--- src/rtl/pipe_hold_ctrl_if.sv ---
// pipe_hold_ctrl_if: request/response bundle between the core pipeline and
// the hold/flush controller.
//   master : pipeline side, drives the stall/jump/interrupt requests and
//            consumes hold_flag, PC redirect and CSR write strobes.
//   slave  : the controller (pipe_hold_ctrl).
interface pipe_hold_ctrl_if;
  // requests
  logic        mem_busy;
  logic        jump_req;
  logic [31:0] jump_addr;
  logic        load_use;
  logic        int_req;
  logic        int_en;
  logic [31:0] mtvec;
  logic        ex_valid;
  logic [31:0] ex_inst_addr;
  logic [31:0] id_inst_addr;
  // responses
  logic [2:0]  hold_flag;
  logic        pc_wr;
  logic [31:0] pc_wr_addr;
  logic        csr_we;
  logic [11:0] csr_waddr;
  logic [31:0] csr_wdata;
  logic        int_ack;

  modport master (
    output mem_busy, jump_req, jump_addr, load_use, int_req, int_en, mtvec,
           ex_valid, ex_inst_addr, id_inst_addr,
    input  hold_flag, pc_wr, pc_wr_addr, csr_we, csr_waddr, csr_wdata, int_ack
  );

  modport slave (
    input  mem_busy, jump_req, jump_addr, load_use, int_req, int_en, mtvec,
           ex_valid, ex_inst_addr, id_inst_addr,
    output hold_flag, pc_wr, pc_wr_addr, csr_we, csr_waddr, csr_wdata, int_ack
  );
endinterface

--- src/rtl/pipe_hold_ctrl.sv ---
// pipe_hold_ctrl: pipeline hold/flush arbiter and interrupt-entry sequencer.
// Turns bus stall, EX jump, load-use and external interrupt requests into the
// single hold_flag code (0 NONE, 3 ID, 4 EX, 5 PPL), issues PC redirects and,
// on interrupt entry, writes mepc then mcause before redirecting to mtvec.
// Ports:
//   clk  - core clock, rising edge
//   rst  - asynchronous, active-high reset
//   bus  - pipe_hold_ctrl_if.slave (requests in, hold/redirect/CSR out)
// All responses are combinational from state and current requests so the
// pipeline registers are steered in the same cycle.
// Build option: define PIPE_HOLD_INT_EN to include the interrupt FSM, epc
// register and CSR write outputs; otherwise only the stall/jump/load-use
// arbitration exists and the interrupt/CSR outputs are tied to 0.
module pipe_hold_ctrl #(
  parameter logic [31:0] MTVEC_DEFAULT = 32'h0000_0100,
  parameter logic [31:0] MCAUSE_EXT    = 32'h8000_000B
) (
  input logic             clk,
  input logic             rst,
  pipe_hold_ctrl_if.slave bus
);
  localparam logic [2:0]  HOLD_NONE = 3'd0;
  localparam logic [2:0]  HOLD_ID   = 3'd3;
  localparam logic [2:0]  HOLD_EX   = 3'd4;
  localparam logic [2:0]  HOLD_PPL  = 3'd5;
  localparam logic [11:0] CSR_MEPC   = 12'h341;
  localparam logic [11:0] CSR_MCAUSE = 12'h342;

  logic        int_take;
  logic [2:0]  idle_hold;
  logic        idle_pc_wr;
  logic [2:0]  hold_flag;
  logic        pc_wr;
  logic [31:0] pc_wr_addr;
  logic        csr_we;
  logic [11:0] csr_waddr;
  logic [31:0] csr_wdata;
  logic        int_ack;

  // IDLE arbitration. An accepted interrupt freezes everything and swallows
  // a same-cycle jump (its target becomes mepc instead of a redirect).
  always_comb begin
    idle_hold  = HOLD_NONE;
    idle_pc_wr = 1'b0;
    if (bus.mem_busy || int_take) begin
      idle_hold = HOLD_PPL;
    end else if (bus.jump_req) begin
      idle_hold  = HOLD_EX;
      idle_pc_wr = 1'b1;
    end else if (bus.load_use) begin
      idle_hold = HOLD_ID;
    end
  end

`ifdef PIPE_HOLD_INT_EN
  typedef enum logic [1:0] {S_IDLE, S_MEPC, S_MCAUSE, S_JUMP} state_t;

  state_t      state;
  logic [31:0] epc;
  logic [31:0] trap_vec;
  logic        unused_bits;

  assign int_take    = (state == S_IDLE) & bus.int_req & bus.int_en & ~bus.mem_busy;
  assign trap_vec    = (bus.mtvec == '0) ? MTVEC_DEFAULT : {bus.mtvec[31:2], 2'b00};
  assign unused_bits = ^bus.mtvec[1:0];

  // Once entered, the save sequence runs to completion regardless of the
  // request lines; only reset aborts it.
  always_ff @(posedge clk or posedge rst) begin
    if (rst) begin
      state <= S_IDLE;
      epc   <= '0;
    end else begin
      case (state)
        S_IDLE: if (int_take) begin
          state <= S_MEPC;
          // Resume point: pending jump target, else the oldest real
          // instruction still in the pipe.
          epc   <= bus.jump_req ? bus.jump_addr :
                   bus.ex_valid ? bus.ex_inst_addr : bus.id_inst_addr;
        end
        S_MEPC:   state <= S_MCAUSE;
        S_MCAUSE: state <= S_JUMP;
        default:  state <= S_IDLE;
      endcase
    end
  end

  always_comb begin
    hold_flag  = HOLD_NONE;
    pc_wr      = 1'b0;
    pc_wr_addr = '0;
    csr_we     = 1'b0;
    csr_waddr  = '0;
    csr_wdata  = '0;
    int_ack    = 1'b0;
    case (state)
      S_IDLE: begin
        hold_flag  = idle_hold;
        pc_wr      = idle_pc_wr;
        pc_wr_addr = idle_pc_wr ? bus.jump_addr : '0;
      end
      S_MEPC: begin
        hold_flag = HOLD_PPL;
        csr_we    = 1'b1;
        csr_waddr = CSR_MEPC;
        csr_wdata = epc;
      end
      S_MCAUSE: begin
        hold_flag = HOLD_PPL;
        csr_we    = 1'b1;
        csr_waddr = CSR_MCAUSE;
        csr_wdata = MCAUSE_EXT;
      end
      default: begin
        hold_flag  = HOLD_EX;
        pc_wr      = 1'b1;
        pc_wr_addr = trap_vec;
        int_ack    = 1'b1;
      end
    endcase
  end
`else
  logic unused_ins;

  assign int_take   = 1'b0;
  assign unused_ins = ^{clk, rst, bus.int_req, bus.int_en, bus.mtvec, bus.ex_valid,
                        bus.ex_inst_addr, bus.id_inst_addr, MTVEC_DEFAULT, MCAUSE_EXT,
                        CSR_MEPC, CSR_MCAUSE};

  always_comb begin
    hold_flag  = idle_hold;
    pc_wr      = idle_pc_wr;
    pc_wr_addr = idle_pc_wr ? bus.jump_addr : '0;
    csr_we     = 1'b0;
    csr_waddr  = '0;
    csr_wdata  = '0;
    int_ack    = 1'b0;
  end
`endif

  assign bus.hold_flag  = hold_flag;
  assign bus.pc_wr      = pc_wr;
  assign bus.pc_wr_addr = pc_wr_addr;
  assign bus.csr_we     = csr_we;
  assign bus.csr_waddr  = csr_waddr;
  assign bus.csr_wdata  = csr_wdata;
  assign bus.int_ack    = int_ack;
endmodule

--- src/flat_wrapper.sv ---
// flat-port wrapper written by rule: the top's interface ports become plain ports
module pipe_hold_ctrl_flat 
#(
  parameter logic [31:0] MTVEC_DEFAULT = 32'h0000_0100,
  parameter logic [31:0] MCAUSE_EXT    = 32'h8000_000B
)
  (clk, rst, bus_mem_busy, bus_jump_req, bus_jump_addr, bus_load_use, bus_int_req, bus_int_en, bus_mtvec, bus_ex_valid, bus_ex_inst_addr, bus_id_inst_addr, bus_hold_flag, bus_pc_wr, bus_pc_wr_addr, bus_csr_we, bus_csr_waddr, bus_csr_wdata, bus_int_ack);
  pipe_hold_ctrl_if bus_i ();
  input logic clk;
  input logic rst;
  input wire logic [$bits(bus_i.mem_busy)-1:0] bus_mem_busy;
  input wire logic [$bits(bus_i.jump_req)-1:0] bus_jump_req;
  input wire logic [$bits(bus_i.jump_addr)-1:0] bus_jump_addr;
  input wire logic [$bits(bus_i.load_use)-1:0] bus_load_use;
  input wire logic [$bits(bus_i.int_req)-1:0] bus_int_req;
  input wire logic [$bits(bus_i.int_en)-1:0] bus_int_en;
  input wire logic [$bits(bus_i.mtvec)-1:0] bus_mtvec;
  input wire logic [$bits(bus_i.ex_valid)-1:0] bus_ex_valid;
  input wire logic [$bits(bus_i.ex_inst_addr)-1:0] bus_ex_inst_addr;
  input wire logic [$bits(bus_i.id_inst_addr)-1:0] bus_id_inst_addr;
  output wire logic [$bits(bus_i.hold_flag)-1:0] bus_hold_flag;
  output wire logic [$bits(bus_i.pc_wr)-1:0] bus_pc_wr;
  output wire logic [$bits(bus_i.pc_wr_addr)-1:0] bus_pc_wr_addr;
  output wire logic [$bits(bus_i.csr_we)-1:0] bus_csr_we;
  output wire logic [$bits(bus_i.csr_waddr)-1:0] bus_csr_waddr;
  output wire logic [$bits(bus_i.csr_wdata)-1:0] bus_csr_wdata;
  output wire logic [$bits(bus_i.int_ack)-1:0] bus_int_ack;
  assign bus_i.mem_busy = bus_mem_busy;
  assign bus_i.jump_req = bus_jump_req;
  assign bus_i.jump_addr = bus_jump_addr;
  assign bus_i.load_use = bus_load_use;
  assign bus_i.int_req = bus_int_req;
  assign bus_i.int_en = bus_int_en;
  assign bus_i.mtvec = bus_mtvec;
  assign bus_i.ex_valid = bus_ex_valid;
  assign bus_i.ex_inst_addr = bus_ex_inst_addr;
  assign bus_i.id_inst_addr = bus_id_inst_addr;
  assign bus_hold_flag = bus_i.hold_flag;
  assign bus_pc_wr = bus_i.pc_wr;
  assign bus_pc_wr_addr = bus_i.pc_wr_addr;
  assign bus_csr_we = bus_i.csr_we;
  assign bus_csr_waddr = bus_i.csr_waddr;
  assign bus_csr_wdata = bus_i.csr_wdata;
  assign bus_int_ack = bus_i.int_ack;
  pipe_hold_ctrl #(.MTVEC_DEFAULT(MTVEC_DEFAULT), .MCAUSE_EXT(MCAUSE_EXT)) u_core (.clk(clk), .rst(rst), .bus(bus_i));
endmodule
--- config.mk ---
export PLATFORM = sky130hd
export DESIGN_NAME = pipe_hold_ctrl_flat
export DESIGN_NICKNAME = d
export VERILOG_FILES = /design/src/rtl/pipe_hold_ctrl_if.sv /design/src/rtl/pipe_hold_ctrl.sv /design/src/flat_wrapper.sv
export SDC_FILE = /design/constraint.sdc
export NUM_CORES = 1
export LEC_CHECK = 0
export CORE_AREA = 2 2 84 86
export DETAILED_ROUTE_END_ITERATION = 6
export DIE_AREA = 0 0 86 88
export PLACE_DENSITY = 0.65
export SYNTH_ARGS = -nofsm -noshare
export SYNTH_HDL_FRONTEND = slang
export SYNTH_SLANG_ARGS = --single-unit
--- constraint.sdc ---
create_clock -name vclk -period 1.2
set_input_delay 0.3 -clock vclk [all_inputs]
set_output_delay 0.3 -clock vclk [all_outputs]
set_load 0.05 [all_outputs]
==> impl_metrics.tcl <==
set metrics [dict create \
    outcome "finished, violations left" \
    violations "negative setup slack" \
    drt_wl_total_um 2570 \
    fill_cells 684 \
    fmax_mhz 727 \
    max_stage_delay_ns 0.48 \
    num_rows 30 \
    hp-class "in -> out" \
    yosysTopAreaCell "buf_4" \
    synth_area_um2 633 \
    fp.dieArea_um2 7570 \
    io_buffers 71 \
    drive_above_1_share_pct 51.2 \
    synth.avg_cell_area_um2 7.28 \
    synth_top_area_share_pct 54.5 \
    slew_viol_final 0 \
    antenna_found_initial 0 \
    first_pass_iters 2 \
    power_density_nw_per_um2 548 \
    design.seq.count 0 \
    cp.arrival_ns 1.08 \
    worstPathMaxFanout 1 \
    grt_first_pass_wirelength_um 3510 \
    ys_types 10 \
    place.gp.congestion 0.666 \
    synth_warnings 0 \
    grt_pass1_vias 687 \
    ys_top_cells_by_area "buf_4, and2_1, and2_2, buf_6, nor2b_4" \
    cellLeakagePower_nw 0.824 \
    rsz0062_at_grt "true" \
    hold_buffers 0 \
    setup_viol 35 \
    grt_max_degree 18 \
    cp.required_ns 0.90 \
    area_growth_syn_to_layout_pct 184 \
    critical_path_class "in -> out" \
    die_w_um 86 \
    antenna_cells 0 \
    drcViolationCount 0 \
    final.min_clock_period_ns 1.38 \
    cap_viol_max_count 0 \
    cp_cell_sequence "clkdlybuf4s50_1 -> and2_4 -> buf_12" \
    dpl.cell_count 237 \
    crit_slowest_cell "clkdlybuf4s50_1" \
    grt_usage_pct 5.88 \
    core_area_um2 6640 \
    antenna_left 0 \
    fin_cells 242 \
    preCtsSetupSlack_ns -0.573 \
    setup_slack_ns -0.175 \
    nets 300 \
    fin_util_pct 27.0 \
    min_path_cells 3 \
    grt-ovfl-total 0 \
    routed_via_density 2.88 \
    vdd.ir_drop.worst_uv 203 \
    routedWlPerCell_um 10.6 \
    yosysSeqAreaShare_pct 0 \
    dp_hpwl_um 2070 \
    nClkBuffers 0 \
    seq_area_um2 0 \
    die_h_um 88 \
    fin_tns_setup_ns -5.25 \
    io_pins 218 \
    vias 696 \
    initialDrtViolationCount 2 \
    hold_viol 0 \
    cp-end-kind "output port" \
    critPathLaunchType "input pin" \
    initial_core_util_pct 9.53 \
    period_share_pct 115 \
    syn_inst 87 \
]
critical path: cells and delay by family:
family | cells | cell delay [ns]
buffers and inverters | 2 | 0.61
and+or+nand+nor | 1 | 0.16
synthesized netlist by cell type:
cell	n
buf_6	3
or2_2	1
conb_1	1
buf_4	46
inv_1	1
nor2_1	1
o21bai_1	1
nor2b_4	1
and2_2	12
and2_1	20
through the flow:
| stage | cell area, um2 | hold WS [ns] | power, mW |
|---|---|---|---|
| after floorplan | 876 | 0.772 | 0.704 |
| after global placement | 1680 | 1.27 | 0.931 |
| after detailed placement | 1680 | 1.27 | 0.936 |
| after CTS | 1790 | 0.947 | 0.987 |
| after global routing | 1800 | 0.954 | 1.02 |
| final | 1800 | 0.940 | 0.985 |
path summary, 6_finish.rpt:
check | startpoint | end | slack, ns
hold / removal | bus_mem_busy | bus_hold_flag[0] | 0.94
setup / recovery | bus_jump_addr[6] | bus_pc_wr_addr[6] | -0.18
layout by cell type, fill, tap and decap left out, drive strengths merged:
master | synthesis | final
and2 | 32 | 32
dlygate4sd2 | 0 | 2
clkdlybuf4s50 | 0 | 31
conb | 1 | 46
buf | 49 | 45
o21bai | 1 | 1
nor2 | 1 | 1
inv | 1 | 1
or2 | 1 | 1
nor2b | 1 | 1
clkbuf | 0 | 1
routing by layer:
metal,part of all wire [%],global-route usage (%),vias to the layer above
met5,0,0,-
met2,57,11.8,66
met3,12,1.70,0
met4,0,0,0
met1,31,6.41,312
li1,-,-,318
where the power goes:
part | switching [mW] | leakage (nW) | internal, mW
Clock | 0 | 0 | 0
Combinational | 0.605 | 0.824 | 0.380
Sequential | 0 | 0 | 0
what timing repair did:
action	in CTS	in global routing
setup buffers	3	0
cloned	2	1
pin swaps	16	10
endpoints found under the setup margin	36	36
resized for setup	30	3
layout make-up:
class	count	area, um2	area share (%)
inverter	1	3.75	0.209
tap	80	100	5.57
timing repair buffer	79	1190	66.5
multi-input combinational	82	498	27.7
kinds of logic after synthesis:
group | Yosys count | synth area share [%]
other | 1 | 0.592
AND/OR/NAND/NOR | 35 | 37.7
AO/OA/AOI/OAI | 1 | 1.19
buffers and inverters | 50 | 60.5
Power figures use the tool's default switching activity.
